<file path="config.mk">
export PLATFORM = sky130hd
export DESIGN_NAME = prop_check_sched
export DESIGN_NICKNAME = d
export VERILOG_FILES = /design/src/rtl/prop_check_sched.sv
export SDC_FILE = /design/constraint.sdc
export NUM_CORES = 1
export LEC_CHECK = 0
export BUFFER_PORTS_ARGS = -buffer_cell sky130_fd_sc_hd__buf_2
export CORE_MARGIN = 10
export CORE_UTILIZATION = 57
export DETAILED_ROUTE_END_ITERATION = 7
export PLACE_DENSITY = 0.81
export SLEW_MARGIN = 20
export SYNTH_ARGS = -nofsm -noshare
export SYNTH_HDL_FRONTEND = slang
export SYNTH_SLANG_ARGS = --single-unit
</file>
<file path="constraint.sdc">
create_clock -name clk -period 2.79 [get_ports clk]
set_clock_uncertainty 0.1 [all_clocks]
set_input_delay 0.279 -clock clk [delete_from_list [all_inputs] [get_ports clk]]
set_output_delay 0.279 -clock clk [all_outputs]
set_load 0.01 [all_outputs]
</file>
<file path="src/rtl/prop_check_sched.sv">
// Time-sliced toggle-implication checker: drives a toggling stimulus, arms one attempt per
// cycle in round-robin slots, and reports failures over a shared round-robin valid/ready channel.

module prop_check_slot #(
  parameter int CYC_W = 32
) (
  input  logic             clk,
  input  logic             rst,
  input  logic             clear,
  input  logic             set,
  input  logic             clr,
  input  logic [CYC_W-1:0] ncyc,
  output logic             flag,
  output logic [CYC_W-1:0] fcyc
);
  // A failure arriving while this slot is being accepted re-arms it with the new cycle.
  always_ff @(posedge clk) begin
    if (rst || clear) begin
      flag <= 1'b0;
      fcyc <= '0;
    end else if (set && (!flag || clr)) begin
      flag <= 1'b1;
      fcyc <= ncyc;
    end else if (clr) begin
      flag <= 1'b0;
    end
  end
endmodule

module prop_check_sched #(
  parameter  int NUM_CHK = 2,
  parameter  int MAX_CYC = 11,
  parameter  int CYC_W   = 32,
  parameter  int CNT_W   = 8,
  localparam int ID_W    = $clog2(NUM_CHK)
) (
  input  logic               clk,
  input  logic               rst,
  input  logic               start,
  input  logic [NUM_CHK-1:0] chk_en,
  input  logic               inject_err,
  output logic               val,
  output logic [CYC_W-1:0]   cyc,
  output logic               busy,
  output logic               done,
  output logic               fail_valid,
  input  logic               fail_ready,
  output logic [ID_W-1:0]    fail_id,
  output logic [CYC_W-1:0]   fail_cyc,
  output logic [CNT_W-1:0]   pass_cnt,
  output logic [CNT_W-1:0]   fail_cnt,
  output logic [CNT_W-1:0]   ovf_cnt,
  output logic               stop_req
);
  typedef enum logic [1:0] {S_IDLE, S_RUN, S_DRAIN, S_DONE} state_t;

  typedef struct packed {
    logic [ID_W-1:0]  id;
    logic [CYC_W-1:0] cyc;
    logic             val;
  } att_t;

  state_t                        state;
  att_t                          att_q;
  logic                          att_v, arm, launch;
  logic                          ev_pass, ev_fail, ovf_ev, acc, hit;
  logic [ID_W-1:0]               slot, rr, rr_gnt, gnt_id, lock_id, idx;
  logic                          lock_v;
  logic [NUM_CHK-1:0]            flags, set_v, clr_v;
  logic [NUM_CHK-1:0][CYC_W-1:0] fcyc;

  function automatic logic [CNT_W-1:0] sat_inc(input logic [CNT_W-1:0] c);
    return (&c) ? c : c + 1'b1;
  endfunction

  assign launch     = (state == S_IDLE || state == S_DONE) && start;
  assign arm        = (state == S_RUN) && (cyc < CYC_W'(MAX_CYC)) && chk_en[slot];
  assign ev_pass    = att_v && (val != att_q.val);
  assign ev_fail    = att_v && (val == att_q.val);
  assign fail_valid = |flags;
  assign acc        = fail_valid && fail_ready;
  assign ovf_ev     = ev_fail && flags[att_q.id] && !clr_v[att_q.id];

  // Once presented, a grant is locked until accepted so id/cyc cannot shift under a stall.
  assign gnt_id   = lock_v ? lock_id : rr_gnt;
  assign fail_id  = gnt_id;
  assign fail_cyc = fcyc[gnt_id];

  assign busy     = (state == S_RUN) || (state == S_DRAIN);
  assign done     = (state == S_DONE);
  assign stop_req = done && (fail_cnt != '0);

  always_comb begin
    rr_gnt = rr;
    hit    = 1'b0;
    idx    = '0;
    for (int i = 0; i < NUM_CHK; i++) begin
      idx = ID_W'((int'(rr) + i) % NUM_CHK);
      if (!hit && flags[idx]) begin
        hit    = 1'b1;
        rr_gnt = idx;
      end
    end
  end

  for (genvar k = 0; k < NUM_CHK; k++) begin : g_chk
    assign set_v[k] = ev_fail && (att_q.id == ID_W'(k));
    assign clr_v[k] = acc && (gnt_id == ID_W'(k));
    prop_check_slot #(.CYC_W(CYC_W)) u_slot (
      .clk  (clk),
      .rst  (rst),
      .clear(launch),
      .set  (set_v[k]),
      .clr  (clr_v[k]),
      .ncyc (att_q.cyc),
      .flag (flags[k]),
      .fcyc (fcyc[k])
    );
  end

  always_ff @(posedge clk) begin
    if (rst) begin
      state    <= S_IDLE;
      cyc      <= '0;
      val      <= 1'b0;
      slot     <= '0;
      rr       <= '0;
      att_v    <= 1'b0;
      att_q    <= '0;
      lock_v   <= 1'b0;
      lock_id  <= '0;
      pass_cnt <= '0;
      fail_cnt <= '0;
      ovf_cnt  <= '0;
    end else begin
      att_v <= arm;
      if (arm) att_q <= '{id: slot, cyc: cyc, val: val};
      if (ev_pass) pass_cnt <= sat_inc(pass_cnt);
      if (ev_fail) fail_cnt <= sat_inc(fail_cnt);
      if (ovf_ev)  ovf_cnt  <= sat_inc(ovf_cnt);

      if (acc) begin
        rr     <= (gnt_id == ID_W'(NUM_CHK - 1)) ? '0 : gnt_id + 1'b1;
        lock_v <= 1'b0;
      end else if (fail_valid) begin
        lock_v  <= 1'b1;
        lock_id <= gnt_id;
      end

      case (state)
        S_IDLE, S_DONE: if (start) begin
          state    <= S_RUN;
          cyc      <= '0;
          val      <= 1'b0;
          slot     <= '0;
          rr       <= '0;
          att_v    <= 1'b0;
          lock_v   <= 1'b0;
          pass_cnt <= '0;
          fail_cnt <= '0;
          ovf_cnt  <= '0;
        end
        S_RUN: begin
          cyc  <= cyc + 1'b1;
          val  <= inject_err ? val : ~val;
          slot <= (slot == ID_W'(NUM_CHK - 1)) ? '0 : slot + 1'b1;
          if (cyc == CYC_W'(MAX_CYC)) state <= S_DRAIN;
        end
        S_DRAIN: if (!fail_valid) state <= S_DONE;
        default: state <= S_IDLE;
      endcase
    end
  end
endmodule

</file>
# Word level (Yosys, flattened, before mapping)
# Cells that the tools add are included.
[word_totals]
register_bits = 164
inputBits = 7
[op_classes]
addsub = 7
n_lt_le_gt_ge = 6
eq_ne = 10
muxes = 52
n_bitwise = 4
n_reduce_logical = 39
[op_table]
columns = ["op", "count"]
rows = [
  ["32-bit two-way mux", 3],
  ["8-bit two-way mux", 12],
  ["32-bit one-hot mux with 2 select lines", 1],
  ["32-bit by 1-bit adder with 32-bit output, second input constant", 1],
  ["32-bit by 4-bit == test with 1-bit output, second input constant", 1],
  ["32-bit by 4-bit less-than comparator with 1-bit output, second input constant", 1],
  ["1-bit two-way mux", 30],
  ["8-bit by 1-bit adder with 8-bit output, second input constant", 3],
  ["8-bit AND reduction", 3],
  ["1-bit logical AND", 16],
  ["1-bit by 2-bit less-than comparator with 1-bit output, second input constant", 5],
  ["8-bit nonzero test", 1],
  ["2-bit two-way mux", 3],
  ["2-bit != test, second input constant", 3],
  ["2-bit one-hot mux with 3 select lines", 1],
  ["3-bit AND reduction", 2],
  ["2-bit nonzero test", 3],
  ["1-bit logical OR", 5],
  ["2-bit == test, second input constant", 2],
  ["1-bit logical NOT", 4],
  ["1-bit NOT", 4],
  ["1-bit one-hot mux with 2 select lines", 2],
  ["2-bit AND reduction", 2],
  ["2-bit OR reduction", 2],
  ["6 further kinds", 8],
]

# Longest topological paths before layout
[logic_depth]
depth_word = 16
depth_mapped = 9
mapped_depth_nobuf = 7

# Modules after synthesis
# Synthesis repeated with hierarchy kept, for this count alone.
[hier_totals]
cells_unflattened = 859
area_unflattened_um2 = 7768.7
[modules_own_cells]
columns = ["module", "n_inst", "cells_per_inst", "area_per_inst_um2", "seq_area_each_um2"]
rows = [
  ["prop_check_sched", 1, 555, 4903.5, 1961.9],
  ["prop_check_slot", 2, 152, 1432.6, 660.6],
]

# Worst setup path before layout
# OpenSTA, ideal clock, no wires.
[synth_timing]
path_type = "flip-flop to flip-flop"
start = "reg state[0]"
end = "reg cyc[29]"
setup_time_ps = 59
arrival_ps = 2253
t_required_ps = 2631
slack_ps = 377
stages_incl_launch_ff = 8
path_buffers = 0
synth_period_minus_slack_ps = 2413
path_cell_list = "dfxtp_1 inv_1 ha_1 mux2i_2 nor4_4 nand3_2 or4_1 nand2_1"
[synth_between]
elab_chain_len = 4
[synth_rtl]
columns = ["element", "line_no", "source"]
rows = [
  ["from (decl)", "63", "state_t state;"],
  ["from (signal assigned)", "123", "state <= S_IDLE;"],
  ["from (signal assigned)", "152", "state <= S_RUN;"],
  ["from (signal assigned)", "167", "if (cyc == CYC_W'(MAX_CYC)) state <= S_DRAIN;"],
  ["2-bit == test or 2-bit logical NOT (tied branches)", "150", "case (state)"],
  ["2-bit OR reduction", "150", ""],
  ["2-bit != test (no line) or 2-bit nonzero test (tied branches)", "--", ""],
  ["2-bit AND reduction (no line)", "--", ""],
  ["to (signal assigned)", "164", "cyc <= cyc + 1'b1;"],
  ["to (decl)", "43", "output logic [CYC_W-1:0] cyc,"],
]
# Several ways; a longest one is shown, not always the timed one.
# A chain may end at the register's enable or synchronous reset.

# Final worst setup path
[layout_timing]
start = "reg g_chk[0].u_slot.flag"
end = "out fail_cyc[26]"
[layout_between]
elab_chain_len = 9
[layout_rtl]
columns = ["element", "line_no", "source"]
rows = [
  ["from (decl)", "13", "output logic flag,"],
  ["from (signal assigned)", "19", "flag <= 1'b0;"],
  ["from (signal assigned)", "22", "flag <= 1'b1;"],
  ["from (signal assigned)", "25", "flag <= 1'b0;"],
  ["1-bit two-way mux (implied by the code) (2 in series)", "99", "if (!hit && flags[idx]) begin"],
  ["1-bit two-way mux", "99", ""],
  ["1-bit logical NOT", "99", ""],
  ["1-bit logical AND (*)", "99", ""],
  ["1-bit two-way mux (*)", "99", ""],
  ["1-bit two-way mux (*)", "85", "assign gnt_id = lock_v ? lock_id : rr_gnt;"],
  ["32-bit two-way mux (implied by the code) (*) (2 in series)", "87", "assign fail_cyc = fcyc[gnt_id];"],
  ["to (decl)", "49", "output logic [CYC_W-1:0] fail_cyc,"],
]
# Mark *: on every way between the ends. The rest lies on a longest branch, timed or not. The select of a mux whose other input is x is not followed.

==> impl_metrics.py <==
metrics = {
    "sta": {
        "drv_slew": 0,
        "setup_violations": 0,
        "tns_ps": 0,
        "period_minus_slack_ps": 2480,
        "hold_viol_final": 0,
        "fin_crit_sh": 0.890,
        "tightest_slew_ps": 930,
        "max_freq_ghz": 0.403,
        "rsz0062_at_grt": "no",
        "slew_headroom": 0.373,
    },
    "place": {
        "place_hpwl_um": 10100,
        "port_buffers": 100,
        "gp_congestion": 0.832,
        "place_inst": 1012,
    },
    "clock_network": {
        "ctsHtreeMaxLevel": 4,
        "clk_latency_ps": 430,
        "cts-buffers-inserted": 17,
        "cts_tree": "built",
        "cts.reportedPaths.clkPinSlew_ps": 60,
        "clockBufferDepth": 2,
        "cts_root_buffer": "clkbuf_16",
        "cts_resized": 0,
        "cts_setup_buffers": 0,
        "hold_buffers": 0,
        "cts.sinks": 164,
    },
    "floorplan": {
        "core_um2": 11600,
        "boundaryPins": 101,
        "start_util": 0.588,
        "die-area_um2": 16700,
        "num_rows": 39,
        "die_y_um": 129,
        "dieWidth_um": 129,
    },
    "setup_path": {
        "endpoint": "fail_cyc[26]",
        "cpLargestDelayFamily": "buffers and inverters",
        "r2r_slack_ps": 380,
        "rr_startpoint": "state[0]",
        "rr_endpoint": "cyc[28]",
        "cp_data_arrival_time_ps": 2100,
        "cpMaxStageDelayCell": "mux2_2",
        "reg2reg_depth": 9,
        "crit_fanout": 33,
        "crit_path_start_kind": "flip-flop",
        "cp_cell_sequence": "inv_1 > a21oi_1 > o31ai_4 > buf_12 > mux2_2 > buf_2",
        "cp_num_cells": 6,
        "critPathMaxStageDelay_ps": 380,
        "end_kind": "primary output",
        "cp_num_buf_inv": 3,
        "crit_required_ps": 2410,
        "crit_path_start": "g_chk[0].u_slot.flag",
        "critPathKind": "reg -> out",
    },
    "run": {
        "drv_cap": 0,
    },
    "synthesis": {
        "synth_top_area_frac": 0.483,
        "syn_area_um2": 6800,
        "ys_types": 50,
        "synth_ff_type": "dfxtp_1",
        "synth_area_leaders": "dfxtp_1 48%, nand2_1 8.7%, a21oi_1 6.3%",
        "ys_async_sr_fraction": 0,
        "synth_top_cells_by_count": "164 x dfxtp_1, 158 x nand2_1, 85 x a21oi_1",
        "synth_edf_count": 0,
        "ys_seq_elements": 164,
        "avgSynthCellArea_um2": 8.56,
        "synth_nets": 810,
        "yosys.area.top_type": "dfxtp_1",
        "yosys_warnings": 0,
        "synth_most_common_cell": "dfxtp_1",
        "ys_seq_area_frac": 0.483,
        "synth_cells": 794,
    },
    "detailed_routing": {
        "detail-route-antenna-nets": 0,
        "drt_wl_total_um": 15800,
        "post_drt_via_cell_ratio": 5.46,
        "wl_met2_um": 7390,
        "highest_layer": "met4",
        "first_iter_violations": 375,
        "wl_met3_um": 1230,
        "met1_length_um": 6960,
        "drc": 0,
        "via_count": 5698,
        "routedWlPerCell_um": 15.2,
        "first_pass_iters": 5,
    },
    "cells_and_area": {
        "nets": 904,
        "area_growth_pct": 18.8,
        "drive_above_1_share": 0.212,
        "multi_input_area_um2": 3310,
        "diodes": 0,
        "final-instance-count-excl-fill": 1044,
        "seq_area_um2": 3280,
        "fill_cells": 935,
    },
    "hold_path": {
        "min-delay-start": "fail_ready",
        "min_path_type": "in -> reg",
    },
    "global_route": {
        "antenna_found_initial": 0,
        "grt_pass1_vias": 5450,
        "grt_pass1_wl_um": 26300,
        "grtUsageTotal": 0.191,
        "overflow": 0,
        "grt_max_degree": 75,
    },
    "power": {
        "p_per_area_nw_per_um2": 677,
        "p_int_mw": 3.93,
        "p_leak_nw": 3.27,
        "seqPwrFrac": 0.443,
        "switchingPower_mw": 1.54,
        "swShare": 0.281,
        "worst_ir_drop_vdd_v": 0.000353,
        "clkPwrFrac": 0.431,
        "p_comb_frac": 0.126,
    },
    "run_status": {
        "status": "finished clean",
    },
}
-- power by group through the flow --
stage	clock, mW	combinational (mW)	sequential (mW)
3_5_place_dp	0	0.683	2.47
2_1_floorplan	0	0.481	2.46
4_1_cts	2.39	0.686	2.42
6_report	2.36	0.689	2.42
3_3_place_gp	0	0.677	2.47
5_1_grt	2.49	0.761	2.42
-- worst min path at each step --
stage / to / slack, ps / cells past startpoint
2_1_floorplan: g_chk[1].u_slot.fcyc[0] / 330 / 2
3_3_place_gp: g_chk[1].u_slot.fcyc[10] / 340 / 2
3_5_place_dp: g_chk[1].u_slot.fcyc[5] / 340 / 2
4_1_cts: lock_id / 100 / 3
5_1_grt: rr / 130 / 3
6_report: lock_id / 110 / 3
-- placed cells by master, fill, tap and decap left out, types with 10 or more instances in the layout --
master       n
dfxtp_1    164
nand2_1    158
buf_2      100
a21oi_1     85
nor2_1      67
and2_1      33
mux2_2      32
xor2_1      26
nand3_1     23
nand4_1     17
clkbuf_16   17
inv_1       16
o21ai_0     16
buf_4       16
nor3_1      12
nor4_1      12
mux2i_1     10
xnor2_1     10
-- metrics by stage --
step	util	hold slack [ps]	power (mW)	setup slack, ps	area (µm²)
5_1_grt	0.698	134	5.67	217	8070
2_1_floorplan	-	333	2.94	377	6800
3_5_place_dp	0.646	344	3.15	459	7470
3_3_place_gp	0.646	339	3.15	528	7470
4_1_cts	0.698	104	5.49	304	8070
6_report	0.698	110	5.46	308	8070
-- kinds of logic after synthesis --
| kind of cell | count (synthesis) | synth area share |
|---|---|---|
| fa+ha+maj | 9 | 0.0166 |
| simple gates | 358 | 0.246 |
| compound gates | 126 | 0.106 |
| xor+xnor | 36 | 0.0464 |
| mux | 43 | 0.0698 |
| flops | 164 | 0.483 |
| buf+inv | 58 | 0.0324 |
-- cell type report --
cell class | count | area share
inverter | 16 | 0.00744
tap | 143 | 0.0222
sequential | 164 | 0.407
multi-input combinational | 572 | 0.410
clock inverter | 14 | 0.0208
clock buffer | 18 | 0.0532
timing repair buffer | 117 | 0.0794
-- routing by layer --
metal | GRT usage | up-vias
met5 | 0 | -
met4 | 0.0729 | 0
met3 | 0.0648 | 24
met2 | 0.307 | 160
met1 | 0.233 | 2629
li1 | - | 2885
-- registers in the layout, summed over array words and instances, names as in the netlist --
name / flops
g_chk.u_slot.fcyc: 64
att_q: 34
cyc: 32
fail_cnt: 8
ovf_cnt: 8
pass_cnt: 8
g_chk.u_slot.flag: 2
state: 2
att_v: 1
lock_id: 1
lock_v: 1
rr: 1
slot: 1
val: 1
-- worst min-delay path: cells and delay by family --
kind                   cells  cell delay, ps
AND/OR/NAND/NOR            2             180
buffers and inverters      1             140
No activity file was read; power rests on OpenSTA's default activity.
